==> src/rtl/dkongjr_wav_rom_port_pkg.sv <==
// Shared definitions for the wave-sample / sound-CPU ROM port.
//   DATA_W  : width of the external byte memory data bus
//   SILENCE : mid-scale sample value driven on the wave output after reset
//   state_e : access sequencer states (IDLE -> ACCESS -> LATCH -> IDLE)
package dkongjr_wav_rom_port_pkg;

    localparam int unsigned DATA_W = 8;
    localparam logic [DATA_W-1:0] SILENCE = 8'h80;

    typedef enum logic [1:0] {
        IDLE   = 2'd0,
        ACCESS = 2'd1,
        LATCH  = 2'd2
    } state_e;

endpackage

==> src/rtl/dkongjr_wav_rom_port_if.sv <==
// Client-side bus of the ROM port: the wave sound generator and the sound CPU.
//   I_WAV_AB  : wave sample address          O_WAV_DB  : last fetched wave byte
//   O_WAV_VLD : O_WAV_DB matches I_WAV_AB
//   I_CPU_REQ : CPU fetch request (level)    I_CPU_AB  : CPU fetch address
//   O_CPU_ACK : one-cycle acknowledge        O_CPU_DB  : CPU fetch data
// slave  : the port side (dkongjr_wav_rom_port)
// master : the client side (generator / CPU)
interface dkongjr_wav_rom_port_if #(
    parameter int unsigned ADDR_W = 19
);
    import dkongjr_wav_rom_port_pkg::*;

    logic [ADDR_W-1:0] I_WAV_AB;
    logic [DATA_W-1:0] O_WAV_DB;
    logic              O_WAV_VLD;
    logic              I_CPU_REQ;
    logic [ADDR_W-1:0] I_CPU_AB;
    logic              O_CPU_ACK;
    logic [DATA_W-1:0] O_CPU_DB;

    modport slave (
        input  I_WAV_AB, I_CPU_REQ, I_CPU_AB,
        output O_WAV_DB, O_WAV_VLD, O_CPU_ACK, O_CPU_DB
    );

    modport master (
        output I_WAV_AB, I_CPU_REQ, I_CPU_AB,
        input  O_WAV_DB, O_WAV_VLD, O_CPU_ACK, O_CPU_DB
    );

endinterface

==> src/rtl/dkongjr_rom_arb.sv <==
// Grant selection between the sound CPU and the wave generator.
//   cpu_req   : CPU has a request to be served
//   wav_pend  : wave generator needs a fetch
//   last_cpu  : previous grant went to the CPU
//   grant_cpu : CPU owns the next access
//   grant_wav : wave generator owns the next access
// The CPU normally wins; after a CPU grant a pending wave fetch goes first so
// a CPU that keeps requesting cannot starve the sample stream.
module dkongjr_rom_arb (
    input  logic cpu_req,
    input  logic wav_pend,
    input  logic last_cpu,
    output logic grant_cpu,
    output logic grant_wav
);

    always_comb begin
        grant_cpu = cpu_req && !(last_cpu && wav_pend);
        grant_wav = wav_pend && !grant_cpu;
    end

endmodule

==> src/rtl/dkongjr_wav_rom_port.sv <==
// Shares one external asynchronous byte memory between the wave sound
// generator and the sound CPU.
//   I_CLK, I_RST       : clock (rising edge) and synchronous active-high reset
//   bus (slave)        : wave and CPU client signals, see dkongjr_wav_rom_port_if
//   O_MEM_A            : memory address, held while O_MEM_CEn is high
//   O_MEM_CEn/O_MEM_OEn: active-low chip and output enables
//   I_MEM_D            : memory read data
// Each access: one IDLE cycle, max(WAIT_STATES,1) ACCESS cycles, one LATCH
// cycle; the data is captured on the LATCH exit edge.
module dkongjr_wav_rom_port
    import dkongjr_wav_rom_port_pkg::*;
#(
    parameter int unsigned WAIT_STATES = 3,
    parameter int unsigned ADDR_W      = 19
) (
    input  logic                   I_CLK,
    input  logic                   I_RST,
    dkongjr_wav_rom_port_if.slave  bus,
    output logic [ADDR_W-1:0]      O_MEM_A,
    output logic                   O_MEM_CEn,
    output logic                   O_MEM_OEn,
    input  logic [DATA_W-1:0]      I_MEM_D
);

    localparam int unsigned WS_EFF = (WAIT_STATES == 0) ? 1 : WAIT_STATES;
    localparam int unsigned CNT_W  = $clog2(WS_EFF) + 1;
    localparam logic [CNT_W-1:0] CNT_LOAD = CNT_W'(WS_EFF - 1);

    state_e            state;
    logic [CNT_W-1:0]  wait_cnt;
    logic              owner_cpu;
    logic              last_cpu;
    logic              wav_ok;
    logic [ADDR_W-1:0] wav_last_ab;
    logic [DATA_W-1:0] wav_db;
    logic [DATA_W-1:0] cpu_db;
    logic              cpu_ack;

    logic wav_pend;
    logic cpu_req_eff;
    logic grant_cpu;
    logic grant_wav;

    assign wav_pend = !wav_ok || (bus.I_WAV_AB != wav_last_ab);

    // During the ACK cycle the request line still carries the request just
    // answered; only a request still high one cycle later is a new one.
    assign cpu_req_eff = bus.I_CPU_REQ && !cpu_ack;

    dkongjr_rom_arb u_arb (
        .cpu_req   (cpu_req_eff),
        .wav_pend  (wav_pend),
        .last_cpu  (last_cpu),
        .grant_cpu (grant_cpu),
        .grant_wav (grant_wav)
    );

    always_ff @(posedge I_CLK) begin
        if (I_RST) begin
            state       <= IDLE;
            wait_cnt    <= '0;
            owner_cpu   <= 1'b0;
            last_cpu    <= 1'b0;
            wav_ok      <= 1'b0;
            wav_last_ab <= '0;
            wav_db      <= SILENCE;
            cpu_db      <= '0;
            cpu_ack     <= 1'b0;
            O_MEM_A     <= '0;
            O_MEM_CEn   <= 1'b1;
            O_MEM_OEn   <= 1'b1;
        end else begin
            cpu_ack <= 1'b0;
            case (state)
                IDLE: begin
                    if (grant_cpu || grant_wav) begin
                        O_MEM_A   <= grant_cpu ? bus.I_CPU_AB : bus.I_WAV_AB;
                        O_MEM_CEn <= 1'b0;
                        O_MEM_OEn <= 1'b0;
                        owner_cpu <= grant_cpu;
                        last_cpu  <= grant_cpu;
                        wait_cnt  <= CNT_LOAD;
                        state     <= ACCESS;
                    end
                end
                ACCESS: begin
                    if (wait_cnt == '0) begin
                        state <= LATCH;
                    end else begin
                        wait_cnt <= wait_cnt - CNT_W'(1);
                    end
                end
                LATCH: begin
                    if (owner_cpu) begin
                        cpu_db  <= I_MEM_D;
                        cpu_ack <= 1'b1;
                    end else begin
                        wav_db      <= I_MEM_D;
                        // O_MEM_A still holds the address this fetch used,
                        // even if the generator has moved on meanwhile.
                        wav_last_ab <= O_MEM_A;
                        wav_ok      <= 1'b1;
                    end
                    O_MEM_CEn <= 1'b1;
                    O_MEM_OEn <= 1'b1;
                    state     <= IDLE;
                end
                default: begin
                    O_MEM_CEn <= 1'b1;
                    O_MEM_OEn <= 1'b1;
                    state     <= IDLE;
                end
            endcase
        end
    end

    assign bus.O_WAV_DB  = wav_db;
    assign bus.O_WAV_VLD = wav_ok && (bus.I_WAV_AB == wav_last_ab);
    assign bus.O_CPU_ACK = cpu_ack;
    assign bus.O_CPU_DB  = cpu_db;

endmodule
==> src/flat_wrapper.sv <==
// flat-port wrapper written by rule: the top's interface ports become plain ports
module dkongjr_wav_rom_port_flat import dkongjr_wav_rom_port_pkg::*;
#(
    parameter int unsigned WAIT_STATES = 3,
    parameter int unsigned ADDR_W      = 19
)
  (I_CLK, I_RST, O_MEM_A, O_MEM_CEn, O_MEM_OEn, I_MEM_D, bus_I_WAV_AB, bus_I_CPU_REQ, bus_I_CPU_AB, bus_O_WAV_DB, bus_O_WAV_VLD, bus_O_CPU_ACK, bus_O_CPU_DB);
  dkongjr_wav_rom_port_if #(.ADDR_W(ADDR_W)) bus_i ();
  input  logic I_CLK;
  input  logic I_RST;
  output logic [ADDR_W-1:0] O_MEM_A;
  output logic O_MEM_CEn;
  output logic O_MEM_OEn;
  input  logic [DATA_W-1:0] I_MEM_D;
  input wire logic [$bits(bus_i.I_WAV_AB)-1:0] bus_I_WAV_AB;
  input wire logic [$bits(bus_i.I_CPU_REQ)-1:0] bus_I_CPU_REQ;
  input wire logic [$bits(bus_i.I_CPU_AB)-1:0] bus_I_CPU_AB;
  output wire logic [$bits(bus_i.O_WAV_DB)-1:0] bus_O_WAV_DB;
  output wire logic [$bits(bus_i.O_WAV_VLD)-1:0] bus_O_WAV_VLD;
  output wire logic [$bits(bus_i.O_CPU_ACK)-1:0] bus_O_CPU_ACK;
  output wire logic [$bits(bus_i.O_CPU_DB)-1:0] bus_O_CPU_DB;
  assign bus_i.I_WAV_AB = bus_I_WAV_AB;
  assign bus_i.I_CPU_REQ = bus_I_CPU_REQ;
  assign bus_i.I_CPU_AB = bus_I_CPU_AB;
  assign bus_O_WAV_DB = bus_i.O_WAV_DB;
  assign bus_O_WAV_VLD = bus_i.O_WAV_VLD;
  assign bus_O_CPU_ACK = bus_i.O_CPU_ACK;
  assign bus_O_CPU_DB = bus_i.O_CPU_DB;
  dkongjr_wav_rom_port #(.WAIT_STATES(WAIT_STATES), .ADDR_W(ADDR_W)) u_core (.I_CLK(I_CLK), .I_RST(I_RST), .bus(bus_i), .O_MEM_A(O_MEM_A), .O_MEM_CEn(O_MEM_CEn), .O_MEM_OEn(O_MEM_OEn), .I_MEM_D(I_MEM_D));
endmodule
==> config.mk <==
export PLATFORM = sky130hd
export DESIGN_NAME = dkongjr_wav_rom_port_flat
export DESIGN_NICKNAME = d
export VERILOG_FILES = /design/src/rtl/dkongjr_wav_rom_port_pkg.sv /design/src/rtl/dkongjr_wav_rom_port_if.sv /design/src/rtl/dkongjr_rom_arb.sv /design/src/rtl/dkongjr_wav_rom_port.sv /design/src/flat_wrapper.sv
export SDC_FILE = /design/constraint.sdc
export NUM_CORES = 1
export LEC_CHECK = 0
export ABC_AREA = 1
export CAP_MARGIN = 10
export CORE_ASPECT_RATIO = 0.7
export CORE_MARGIN = 8
export CORE_UTILIZATION = 50
export CTS_CLUSTER_SIZE = 24
export DETAILED_ROUTE_END_ITERATION = 12
export PLACE_DENSITY = 0.84
export SLEW_MARGIN = 0
export SYNTH_ARGS = -nofsm -noshare
export SYNTH_HDL_FRONTEND = slang
export SYNTH_SLANG_ARGS = --single-unit
==> constraint.sdc <==
create_clock -name I_CLK -period 3.9 [get_ports I_CLK]
set_input_delay 0.585 -clock I_CLK [delete_from_list [all_inputs] [get_ports I_CLK]]
set_output_delay 0.585 -clock I_CLK [all_outputs]
set_load 0.05 [all_outputs]
==> flow_summary.ini <==
[global_route]
grt_overflow_total = 0
grt_max_degree = 45
grt_pass1_wl_mm = 13.9
grt.total_usage_pct = 20.1
grt_pass1_vias = 2864
antenna_found_initial = 0

[cts]
postCtsSetupBuffers = 0
cts_hold_buf = 0
cts.htree.levels = 3
cts_sinks = 63
cts_max_path_buffers = 2
cts_resized = 0
cts_root_buf = clkbuf_8
cts_buffers = 9
clock_latency_ps = 340
clkSlewWorstSetupHoldPaths_ps = 70
cts_tree = done

[die]
rows = 23
die_w_um = 107
ioPinCount = 88
coreArea_um2 = 5670
die_area_um2 = 8520
die_height_um = 79.7
initial_core_util_pct = 51.0

[finish]
fin_util_pct = 70.5
fill_cells = 499
multiInputGateArea_um2 = 1310
drive_gt1_share_pct = 5.51
antenna_cells = 0
area.growth.synth_to_final_pct = 38.2
final_net_count = 554
seq_area_um2 = 1260

[synth]
synth_edf_count = 0
synthesis.area_um2 = 2890
synth_xor_area_share_pct = 0.303
ys_warn_count = 0
synth_largest_area_cell = dfxtp_1
yosys.area_share.simple_pct = 31.9
syn_avg_cell_area_um2 = 6.86
synthesis.nets = 473
synth.area.top_cells = dfxtp_1 44%, nand2_1 13%, nand3_1 7.6%
synth_compound_gate_area_share_pct = 12.1
synth_cells = 422
ys_seq_area_share_pct = 43.6
netlist.area_leader.share_pct = 43.6
ys.flop_type = dfxtp_1
synthAdderAreaFrac_pct = 0.865
yosys_register_bits = 63
synth_mux_area_share_pct = 0
synth_async_sr_flop_share_pct = 0
synth_top_family_by_area = simple AND/OR/NAND/NOR gates
ys_types = 24

[critical_path]
r2r_slack_ps = 1480
crit_path_top_delay_cell = clkdlybuf4s50_1
cp-start-kind = primary input
required_ps = 3310
endpoint_kind = primary output
crit_type = in2out
crit_path_max_fanout = 3
timing.rr.start = u_core.wav_last_ab[17]$_SDFFE_PP0P_
worst_ep_arrival_time_ps = 2630
path_cells = clkdlybuf4s50_1 > inv_1 > nand2_1 > o21ai_1 > nor2_1 > nand2_1 > nor2_2 > and3_1 > clkdlybuf4s50_1
cpPeakStageDelay_ps = 810
cp-startpoint = bus_I_WAV_AB[9]
r2r_cells = 12
setup.worst_path.end = bus_O_WAV_VLD
regToRegEndpoint = u_core.O_MEM_A[12]$_SDFFE_PP0P_

[place]
port_buffers = 87
post-dp-hpwl_mm = 5.98
globalplace.congestion = 0.874

[drt]
viasPerCell = 5.10
vias = 2973
dr.pass1.iters = 4
antenna_left = 0
highest_layer = met4
wl_met1_mm = 3.66
routed-wl-met2_mm = 4.04
drc_errors = 0
drt_wl_total_mm = 8.50
route.met3.wl_um = 733
routedWlPerCell_um = 14.6
first_iter_violations = 189

[outcome]
outcome = completed

[pwr]
intPower_uw = 1260
switching_share_pct = 34.4
leakagePower_uw = 0.00175
pwr-share-comb_pct = 29.4
ir_drop_uv = 253
pwr-share-clk_pct = 30.8
seq_power_share_pct = 39.9
p_sw_uw = 663
powerDensity_nw_per_um2 = 481

[timing]
setup-tns-final_ps = 0
skew_ps = 6.82
rsz0062_at_grt = no
worst_slew_pin_slew_ps = 810
setup_violations = 0
slew_violations = 0
hold_violations = 0
min_period_over_period_pct = 82.4
fin_crit_ps = 3210
slew_headroom_pct = 45.8
fmax_mhz = 311

[worst_hold_path]
hold_depth = 2
hp-class = reg2reg

[run]
maxCapViolations = 0
==> power groups by stage <==
| stage | combinational (uW) | sequential (uW) | clock (uW) |
|---|---|---|---|
| finish | 566 | 767 | 592 |
| global route | 609 | 775 | 627 |
| CTS | 566 | 766 | 597 |
| detailed placement | 562 | 779 | 0 |
| global placement | 551 | 776 | 0 |
| floorplan | 218 | 922 | 0 |
==> how the worst min path moves through the flow <==
stage / slack, ps / startpoint / to
3_3_place_gp: 430 / u_core.bus.O_CPU_DB[3]$_SDFFE_PP0P_ / u_core.bus.O_CPU_DB[3]$_SDFFE_PP0P_
2_1_floorplan: 430 / u_core.wait_cnt[0]$_SDFFE_PP0P_ / u_core.wait_cnt[0]$_SDFFE_PP0P_
3_5_place_dp: 440 / u_core.bus.O_CPU_DB[0]$_SDFFE_PP0P_ / u_core.bus.O_CPU_DB[0]$_SDFFE_PP0P_
5_1_grt: 480 / u_core.bus.O_CPU_DB[7]$_SDFFE_PP0P_ / u_core.bus.O_CPU_DB[7]$_SDFFE_PP0P_
4_1_cts: 450 / u_core.bus.O_CPU_DB[0]$_SDFFE_PP0P_ / u_core.bus.O_CPU_DB[0]$_SDFFE_PP0P_
6_report: 440 / u_core.bus.O_CPU_DB[6]$_SDFFE_PP0P_ / u_core.bus.O_CPU_DB[6]$_SDFFE_PP0P_
==> Yosys cell counts (4+ instances only) <==
library cell	count
o21ai_0	27
o21ai_1	12
nand3_1	44
dfxtp_1	63
inv_1	52
nor2_1	37
buf_2	7
a21oi_1	28
clkbuf_1	13
inv_2	4
nand3b_1	19
nand2_1	100
==> registers in the layout, summed over array words and instances (netlist names) <==
register	flops
u_core.bus.O_CPU_ACK	1
u_core.wav_ok	1
u_core.O_MEM_OEn	1
u_core.state	2
u_core.wav_last_ab	19
u_core.owner_cpu	1
u_core.bus.O_CPU_DB	8
u_core.wait_cnt	3
u_core.O_MEM_A	19
u_core.bus.O_WAV_DB	8
==> stage by stage <==
step | area (um2) | hold slack (ps) | setup WS (ps) | power [uW] | std cells
after floorplan | 2890 | 426 | 1880 | 1140 | 422
after global placement | 3790 | 430 | 753 | 1330 | 567
after detailed placement | 3790 | 439 | 742 | 1340 | 567
after CTS | 4000 | 449 | 697 | 1930 | 583
after global routing | 4000 | 483 | 523 | 2010 | 583
final | 4000 | 445 | 688 | 1920 | 583
==> final cells by class <==
| cell class | instances | share of cell area (%) |
|---|---|---|
| Tap cell | 75 | 2.35 |
| Sequential cell | 63 | 31.5 |
| Clock inverter | 3 | 1.00 |
| Timing Repair Buffer | 93 | 22.9 |
| Multi-Input combinational cell | 280 | 32.7 |
| Inverter | 56 | 5.26 |
| Clock buffer | 13 | 4.22 |
==> layer usage <==
layer / vias to the layer above / global-route usage (%)
met1: 1338 / 24.3
met3: 9 / 6.77
met4: 0 / 4.90
met2: 120 / 33.7
li1: 1506 / -
met5: - / 0
==> cell usage in the layout (no fill, tap or decap) <==
cell type        count
o21ai_1             12
nand2_1            100
o21ai_0             27
xnor2_1              1
clkbuf_8            12
inv_2                4
nand3_1             44
dfxtp_1             63
inv_1               52
nand2_2              1
buf_4                6
nor3_1               2
o21a_1               1
nor4_1               1
o211ai_1             1
ha_1                 2
nor2_1              37
clkdlybuf4s50_1     87
and3_1               1
nor2_2               2
clkbuf_1             1
nand4_1              1
bufinv_16            1
nand3b_1            19
a21oi_1             28
clkinv_2             2
==> cells by family (layout without fill, tap and decap cells) <==
group,count (synthesis),after routing
AO/OA/AOI/OAI,69,69
XOR/XNOR,1,1
adder cells (fa/ha/maj),2,2
buffers and inverters,79,165
flip-flops,63,63
AND/OR/NAND/NOR,208,208
==> critical path: cells and delay by family <==
kind / cells / cell delay [ps]
AND/OR/NAND/NOR: 5 / 580
AO/OA/AOI/OAI: 1 / 60
buffers and inverters: 3 / 1380
No activity file was read; power rests on OpenSTA's default activity.
